[config.mk]
export PLATFORM = sky130hd
export DESIGN_NAME = scroll_rate_ctrl_flat
export DESIGN_NICKNAME = d
export VERILOG_FILES = /design/src/rtl/scroll_rate_ctrl_if.sv /design/src/rtl/scroll_rate_ctrl.sv /design/src/flat_wrapper.sv
export SDC_FILE = /design/constraint.sdc
export NUM_CORES = 1
export LEC_CHECK = 0
export ABC_AREA = 1
export BUFFER_PORTS_ARGS = -buffer_cell sky130_fd_sc_hd__buf_2
export CAP_MARGIN = 20
export CORE_MARGIN = 2
export CORE_UTILIZATION = 50
export CTS_CLUSTER_DIAMETER = 40
export CTS_CLUSTER_SIZE = 12
export DETAILED_ROUTE_END_ITERATION = 16
export GPL_TIMING_DRIVEN = 0
export PLACE_DENSITY = 0.72
export SLEW_MARGIN = 20
export SYNTH_ARGS = -nofsm -noshare
export SYNTH_HDL_FRONTEND = slang
export SYNTH_SLANG_ARGS = --single-unit
[constraint.sdc]
create_clock -name CLOCK_50 -period 2.2 [get_ports CLOCK_50]
set_input_delay 0.11 -clock CLOCK_50 [delete_from_list [all_inputs] [get_ports CLOCK_50]]
set_output_delay 0.11 -clock CLOCK_50 [all_outputs]
set_load 0.1 [all_outputs]
[src/rtl/scroll_rate_ctrl_if.sv]
// Control/status bundle between the scroller front panel and scroll_rate_ctrl.
// master drives switches and button; slave (the controller) drives pos/tick/running.
interface scroll_rate_ctrl_if;
  logic [1:0] speed_sel;
  logic       dir;
  logic       pause_n;
  logic [2:0] pos;
  logic       tick;
  logic       running;

  modport master (
    output speed_sel, dir, pause_n,
    input  pos, tick, running
  );

  modport slave (
    input  speed_sel, dir, pause_n,
    output pos, tick, running
  );
endinterface

[src/rtl/scroll_rate_ctrl.sv]
// Scroll rate controller: selectable step period, up/down rotation index,
// debounced run/pause button with phase-preserving pause.
module scroll_rate_ctrl #(
  parameter int unsigned CLK_HZ       = 50000000,
  parameter int unsigned NPOS         = 6,
  parameter int unsigned DEBOUNCE_CYC = 1000000
) (
  input  logic              CLOCK_50,
  input  logic              resetn,
  scroll_rate_ctrl_if.slave bus
);

  localparam int unsigned CW = $clog2(2 * CLK_HZ + 1);
  localparam int unsigned DW = $clog2(DEBOUNCE_CYC + 1);

  localparam logic [CW-1:0] PER_1X_M1   = CW'(CLK_HZ - 1);
  localparam logic [CW-1:0] PER_2X_M1   = CW'(CLK_HZ / 2 - 1);
  localparam logic [CW-1:0] PER_4X_M1   = CW'(CLK_HZ / 4 - 1);
  localparam logic [CW-1:0] PER_HALF_M1 = CW'(2 * CLK_HZ - 1);
  localparam logic [DW-1:0] DB_LAST     = DW'(DEBOUNCE_CYC - 1);
  localparam logic [2:0]    POS_LAST    = 3'(NPOS - 1);

  typedef enum logic {S_RUN = 1'b0, S_PAUSE = 1'b1} state_t;

  state_t        r_state;
  logic [CW-1:0] r_cnt;
  logic [2:0]    r_pos;
  logic          r_tick;
  logic          r_running;

  logic          r_sync1;
  logic          r_sync2;
  logic          r_db_level;
  logic [DW-1:0] r_db_cnt;

  logic [CW-1:0] w_per_m1;
  logic [2:0]    w_pos_next;
  logic          w_terminal;
  logic          w_db_load;
  logic          w_press;

  // Period decode, re-evaluated every cycle so a speed change acts immediately
  always_comb begin
    w_per_m1 = PER_1X_M1;
    case (bus.speed_sel)
      2'b00: w_per_m1 = PER_1X_M1;
      2'b01: w_per_m1 = PER_2X_M1;
      2'b10: w_per_m1 = PER_4X_M1;
      2'b11: w_per_m1 = PER_HALF_M1;
      default: w_per_m1 = PER_1X_M1;
    endcase
  end

  always_comb begin
    w_pos_next = r_pos;
    if (bus.dir) begin
      w_pos_next = (r_pos == 3'd0) ? POS_LAST : r_pos - 3'd1;
    end else begin
      w_pos_next = (r_pos == POS_LAST) ? 3'd0 : r_pos + 3'd1;
    end
  end

  // ">=" lets a shortened period fire on the next edge instead of wrapping the counter
  assign w_terminal = (r_cnt >= w_per_m1);
  assign w_db_load  = (r_sync2 != r_db_level) && (r_db_cnt == DB_LAST);
  assign w_press    = w_db_load && !r_sync2;

  // Button synchronizer and debouncer; level only moves after a full stable window
  always_ff @(posedge CLOCK_50 or negedge resetn) begin
    if (!resetn) begin
      r_sync1    <= 1'b1;
      r_sync2    <= 1'b1;
      r_db_level <= 1'b1;
      r_db_cnt   <= '0;
    end else begin
      r_sync1 <= bus.pause_n;
      r_sync2 <= r_sync1;
      if (r_sync2 == r_db_level) begin
        r_db_cnt <= '0;
      end else if (w_db_load) begin
        r_db_level <= r_sync2;
        r_db_cnt   <= '0;
      end else begin
        r_db_cnt <= r_db_cnt + DW'(1);
      end
    end
  end

  // Run/pause FSM with rate counter; pause freezes count so the phase survives
  always_ff @(posedge CLOCK_50 or negedge resetn) begin
    if (!resetn) begin
      r_state   <= S_RUN;
      r_cnt     <= '0;
      r_pos     <= 3'd0;
      r_tick    <= 1'b0;
      r_running <= 1'b1;
    end else begin
      r_tick <= 1'b0;
      case (r_state)
        S_RUN: begin
          if (w_terminal) begin
            r_cnt  <= '0;
            r_tick <= 1'b1;
            r_pos  <= w_pos_next;
          end else begin
            r_cnt <= r_cnt + CW'(1);
          end
          if (w_press) begin
            r_state   <= S_PAUSE;
            r_running <= 1'b0;
          end
        end
        S_PAUSE: begin
          if (w_press) begin
            r_state   <= S_RUN;
            r_running <= 1'b1;
          end
        end
        default: begin
          r_state   <= S_RUN;
          r_running <= 1'b1;
        end
      endcase
    end
  end

  assign bus.pos     = r_pos;
  assign bus.tick    = r_tick;
  assign bus.running = r_running;

endmodule

[src/flat_wrapper.sv]
// flat-port wrapper written by rule: the top's interface ports become plain ports
module scroll_rate_ctrl_flat 
#(
  parameter int unsigned CLK_HZ       = 50000000,
  parameter int unsigned NPOS         = 6,
  parameter int unsigned DEBOUNCE_CYC = 1000000
)
  (CLOCK_50, resetn, bus_speed_sel, bus_dir, bus_pause_n, bus_pos, bus_tick, bus_running);
  scroll_rate_ctrl_if bus_i ();
  input  logic CLOCK_50;
  input  logic resetn;
  input wire logic [$bits(bus_i.speed_sel)-1:0] bus_speed_sel;
  input wire logic [$bits(bus_i.dir)-1:0] bus_dir;
  input wire logic [$bits(bus_i.pause_n)-1:0] bus_pause_n;
  output wire logic [$bits(bus_i.pos)-1:0] bus_pos;
  output wire logic [$bits(bus_i.tick)-1:0] bus_tick;
  output wire logic [$bits(bus_i.running)-1:0] bus_running;
  assign bus_i.speed_sel = bus_speed_sel;
  assign bus_i.dir = bus_dir;
  assign bus_i.pause_n = bus_pause_n;
  assign bus_pos = bus_i.pos;
  assign bus_tick = bus_i.tick;
  assign bus_running = bus_i.running;
  scroll_rate_ctrl #(.CLK_HZ(CLK_HZ), .NPOS(NPOS), .DEBOUNCE_CYC(DEBOUNCE_CYC)) u_core (.CLOCK_50(CLOCK_50), .resetn(resetn), .bus(bus_i));
endmodule
======== Word-level counts from Yosys, hierarchy flattened ========
Index checks and enable logic that the tools add are counted.
word-level totals
  register bits ........................... 56
  output and inout port bits .............. 5
cells by class
  $add $sub $neg .......................... 4
  magnitude comparators ................... 1
  equality and inequality tests ........... 9
  mux-type cells .......................... 15
  bitwise gates (word level) .............. 2
  reductions and logical operators ........ 8
operator list
  kind                   number
  $pmux 27 s4            1
  $mux 20                2
  $add 27x1->27 const B  1
  $ge 27x27->1           1
  $mux 27                1
  $add 20x1->20 const B  1
  $eq 20x20->1 const B   1
  $mux 3                 3
  $mux 1                 6
  $reduce_and 2->1       3
  $eq 2x2->1 const B     2
  $pmux 1 s2             2
  $add 3x1->3 const B    1
  $eq 3x3->1 const B     1
  $logic_not 3->1        1
  $sub 3x1->3 const B    1
  $eq 2x1->1 const B     1
  $logic_and 1x1->1      2
  $logic_not 2->1        1
  $ne 2x1->1 const B     1
  $ne 2x2->1 const B     1
  $not 1->1              2
  $eq 1x1->1             1
  $logic_not 1->1        1
  $ne 1x1->1             1

======== Longest topological paths before layout ========
  depth after elaboration ................. 5
  mapped depth ............................ 16

======== Worst setup path after synthesis ========
No wires, ideal clock.
  path kind ............................... input to register
  start ................................... in bus_speed_sel[0]
  end ..................................... reg u_core.r_cnt[15]
  arrival time ............................ 1.707 ns
  required time ........................... 2.079 ns
  setup slack ............................. 0.372 ns
  stages on the path ...................... 16
  buffers on the path ..................... 1
  path through ............................ inv_1 > ha_1 > inv_1 > ha_1 > inv_1 > nor2_1 > nand3_1 > nor3_1 > nor2_1 > nor2_1 > nor2_2 > nand2_4 > nand2_4 > inv_4 > buf_6 > nor2_1
between the ends
  word-level cells in the longest chain between the ends .. 4
ends and longest elaborated chain
  element                             RTL line                 RTL
  start, declared                     flat_wrapper.sv:12       input wire logic [$bits(bus_i.speed_sel)-1:0] bus_speed_sel;
  $eq 2x2->1 (tied with other cells)  scroll_rate_ctrl.sv:45   case (bus.speed_sel)
  $pmux 27 s4 *                       scroll_rate_ctrl.sv:45
  $ge 27x27->1 *                      scroll_rate_ctrl.sv:64   assign w_terminal = (r_cnt >= w_per_m1);
  $mux 27 *                           scroll_rate_ctrl.sv:101  if (w_terminal) begin
  end signal, assigned                scroll_rate_ctrl.sv:106  r_cnt <= r_cnt + CW'(1);
  end, declared                       scroll_rate_ctrl.sv:26   logic [CW-1:0] r_cnt;
Mark *: on every way between the ends. The rest lies on a longest branch, timed or not. The select of a mux whose other input is x is not followed.
A chain may end at the register's enable or synchronous reset.

======== Worst setup path in the final report ========
  start ................................... reg u_core.r_cnt[26]
  end ..................................... reg u_core.r_cnt[10]
between the ends
  word-level cells in the longest chain between the ends .. 2
ends and longest elaborated chain
  element       RTL line
  $ge 27x27->1  scroll_rate_ctrl.sv:64
  $mux 27       scroll_rate_ctrl.sv:101
Every way passes these cells.

==> load_flow_metrics.sql <==
INSERT INTO impl_metrics (metric_group, metric, value, unit) VALUES
('die', 'core.rowCount', '30', ''),
('cells_and_area', 'area_growth_syn_to_layout', '11.5', '%'),
('synth', 'post_synthesis_share_of_cell_area_spent_on_full_adders_half_adders_and_majority_gates', '8.75', '%'),
('die', 'floorplan.die.height', '88.6', 'um'),
('die', 'i_o_pins', '11', ''),
('synth', 'post_synth.cell_area_avg', '7.71', 'um2'),
('die', 'starting_density_of_the_core', '52.1', '%'),
('hold_path', 'worst_hold_path_type', 'input pin to flop', ''),
('timing', 'timing_max_transition_violations_final', '0', ''),
('grt', 'grt_pass1_wl', '12900', 'um'),
('grt', 'antenna_violations_before_repair', '0', ''),
('clock_tree', 'cts-root-to-sink-buffers', '2', ''),
('timing', 'maxClockFrequency', '0.486', 'GHz'),
('run', 'drv_cap', '0', ''),
('synth', 'post_synth_inst_count', '464', ''),
('grt', 'pin_count_of_the_biggest_net_entering_global_routing', '57', ''),
('detailed_routing', 'route.detailed.drc', '0', ''),
('timing', 'setup_ws', '141', 'ps'),
('cells_and_area', 'final_layout_size_suffix_gt1_share', '12.4', '%'),
('detailed_routing', 'first_pass_iters', '5', ''),
('clock_tree', 'tritoncts', 'done', ''),
('synth', 'multiplexer_area_fraction_after_synthesis', '0', '%'),
('synth', 'synth_area', '3580', 'um2'),
('synth', 'synth_simple_gate_area_share', '32.6', '%'),
('clock_tree', 'tritoncts.num_buffers', '5', ''),
('clock_tree', 'root_buffer', 'sky130_fd_sc_hd__clkbuf_8', ''),
('timing', 'max-slew-margin-rel', '53.7', '%'),
('place', 'dpl-instance-area', '3750', 'um2'),
('synth', 'synth_seq_cells', '56', ''),
('critical_path', 'cp.required', '2390', 'ps'),
('die', 'floorplan.core_area', '6870', 'um2'),
('timing', 'post-route-min-period', '2060', 'ps'),
('critical_path', 'arr_time_crit_path', '2250', 'ps'),
('critical_path', 'worstSetupStartpointType', 'flop', ''),
('power', 'seq_power_share', '47.4', '%'),
('critical_path', 'r2r_setup_slack', '140', 'ps'),
('critical_path', 'critical_path_class', 'flop to flop', ''),
('status', 'status', 'complete, no violations', ''),
('timing', 'count_of_final_hold_check_violations', '0', ''),
('clock_tree', 'clk_latency', '300', 'ps'),
('power', 'total_power', '2.64', 'mW'),
('cells_and_area', 'stdcell_area', '3990', 'um2'),
('clock_tree', 'clkSlewWorstSetupHoldPaths', '100', 'ps'),
('power', 'power_frac_comb', '27.7', '%'),
('power', 'power.static_leakage', '1.89', 'nW'),
('power', 'p_per_area', '662', 'nW/um2'),
('cells_and_area', 'final_common_cell', 'sky130_fd_sc_hd__nand2_1', ''),
('grt', 'grt_pass1_vias', '2947', ''),
('timing', 'finalSetupViolCount', '0', ''),
('synth', 'synth_top_area_share', '36.4', '%'),
('cells_and_area', 'commonest_non_fill_non_tap_cells_in_the_layout', 'sky130_fd_sc_hd__nand2_1, sky130_fd_sc_hd__nor2_1, sky130_fd_sc_hd__inv_1, sky130_fd_sc_hd__dfrtp_1, sky130_fd_sc_hd__nand3_1', ''),
('clock_tree', 'cts_num_sinks', '56', ''),
('synth', 'yosysSeqAreaShare', '39.3', '%'),
('power', 'internal_power', '1.70', 'mW'),
('grt', 'gr-usage-all-layers', '20.9', '%'),
('cells_and_area', 'nets', '521', ''),
('die', 'die_width', '88.6', 'um'),
('cells_and_area', 'antenna_cell_count', '0', ''),
('power', 'vdd_drop_max', '0.000695', 'V'),
('clock_tree', 'cts-htree-levels', '2', ''),
('timing', 'timing.clock.skew', '6.91', 'ps'),
('synth', 'synth_warnings', '0', ''),
('grt', 'globalRoute.totalOverflow', '0', ''),
('detailed_routing', 'detailedRoute.firstIterationViolations', '242', ''),
('detailed_routing', 'post_drt_wl_per_cell', '12.4', 'um'),
('power', 'switching_share', '35.7', '%'),
('critical_path', 'setup.worst_path.end_class', 'flop', ''),
('place', 'hpwl_detailed', '5540', 'um'),
('detailed_routing', 'detail_route.wirelength', '7300', 'um'),
('synth', 'synth_xor_area_share', '6.12', '%'),
('place', 'globalplace.congestion', '0.917', '');
==> cells in the mapped netlist (all sizes together) <==
cell	number
o22ai	1
ha	25
xnor2	7
a21oi	17
o211ai	1
nor3b	2
nand3	31
clkinv	2
o32ai	1
nor3	18
and3	1
nor4	4
dfstp	4
o21a	4
inv	62
dfrtp	52
o21bai	2
and2	1
nor2	84
xor2	18
nand4	12
buf	3
a211oi	1
o21ai	8
or2	2
nand2	101
==> critical path, cell delays in order, from the launching register on <==
cell                      delay (ps)
sky130_fd_sc_hd__dfrtp_1         430
sky130_fd_sc_hd__ha_4            290
sky130_fd_sc_hd__nand2_1          80
sky130_fd_sc_hd__nor2_4          150
sky130_fd_sc_hd__nand2_2          90
sky130_fd_sc_hd__nor3_4          210
sky130_fd_sc_hd__nand2_1          70
sky130_fd_sc_hd__nor2_1          110
sky130_fd_sc_hd__nor2_2           60
sky130_fd_sc_hd__nand2_4         110
sky130_fd_sc_hd__nand2_4          90
sky130_fd_sc_hd__inv_6            80
sky130_fd_sc_hd__buf_6           130
sky130_fd_sc_hd__nor2_1           50
==> registers in the layout, indices dropped and copies added (netlist names) <==
name and cells:
u_core.r_sync2 1, u_core.bus.tick 1, u_core.bus.pos 3, u_core.r_db_cnt 20, u_core.r_state 1, u_core.bus.running 1, u_core.r_sync1 1, u_core.r_cnt 27
u_core.r_db_level 1
==> final timing paths <==
kind                                  startpoint           endpoint  cells after the start
worst max-delay path            u_core.r_cnt[26]   u_core.r_cnt[10]                     13
worst min-delay path                     bus_dir  u_core.bus.pos[0]                      5
worst max register to register  u_core.r_cnt[26]   u_core.r_cnt[10]                     13
worst min register to register    u_core.r_sync1     u_core.r_sync2                      0
max in group asynchronous                 resetn   u_core.r_cnt[10]                      2
min in group asynchronous                 resetn  u_core.bus.pos[1]                      2
==> what timing repair did <==
item | in CTS | in global routing
hold buffers | 2 | 0
buffers inserted | 0 | 7
endpoints found under the setup margin | 19 | 26
resized for setup | 1 | 9
endpoints found under the hold margin | 53 | 0
pin swaps | 0 | 4
==> stage by stage <==
| step | hold slack [ps] | instances | utilization [%] |
|---|---|---|---|
| 2_1_floorplan | -186 | 464 | - |
| 3_3_place_gp | 215 | 570 | 54.5 |
| 3_5_place_dp | 204 | 570 | 54.6 |
| 4_1_cts | 176 | 580 | 56.5 |
| 5_1_grt | 184 | 587 | 58.1 |
| 6_report | 183 | 587 | 58.1 |
==> power by group through the flow <==
stage	combinational [mW]	clock [mW]	sequential, mW
2_1_floorplan	0.352	0	1.44
6_report	0.731	0.659	1.25
3_5_place_dp	0.689	0	1.27
3_3_place_gp	0.670	0	1.26
5_1_grt	0.816	0.727	1.27
4_1_cts	0.699	0.677	1.25
==> cell families after synthesis <==
family	Yosys count
flip-flops	56
AO/OA/AOI/OAI	35
AND/OR/NAND/NOR	256
buffers and inverters	67
adder cells (fa/ha/maj)	25
XOR/XNOR	25
==> metal layers <==
metal | wire length (um) | vias to the layer above | GRT usage (%)
met3 | 224 | 8 | 3.45
met5 | 0 | - | 0
met2 | 3540 | 63 | 34.9
met4 | 112 | 0 | 7.71
met1 | 3420 | 1374 | 27.5
li1 | - | 1536 | -
==> area by class of cell <==
cell class / instances / area [um2] / area share (%)
buffer: 3 / 27.5 / 0.690
sequential: 56 / 1410 / 35.3
clock inverter: 2 / 35.0 / 0.878
multi-input combinational: 341 / 1960 / 49.0
tap: 96 / 120 / 3.01
inverter: 64 / 245 / 6.15
clock buffer: 6 / 72.6 / 1.82
timing repair buffer: 19 / 125 / 3.14
No activity file was read; power rests on OpenSTA's default activity.
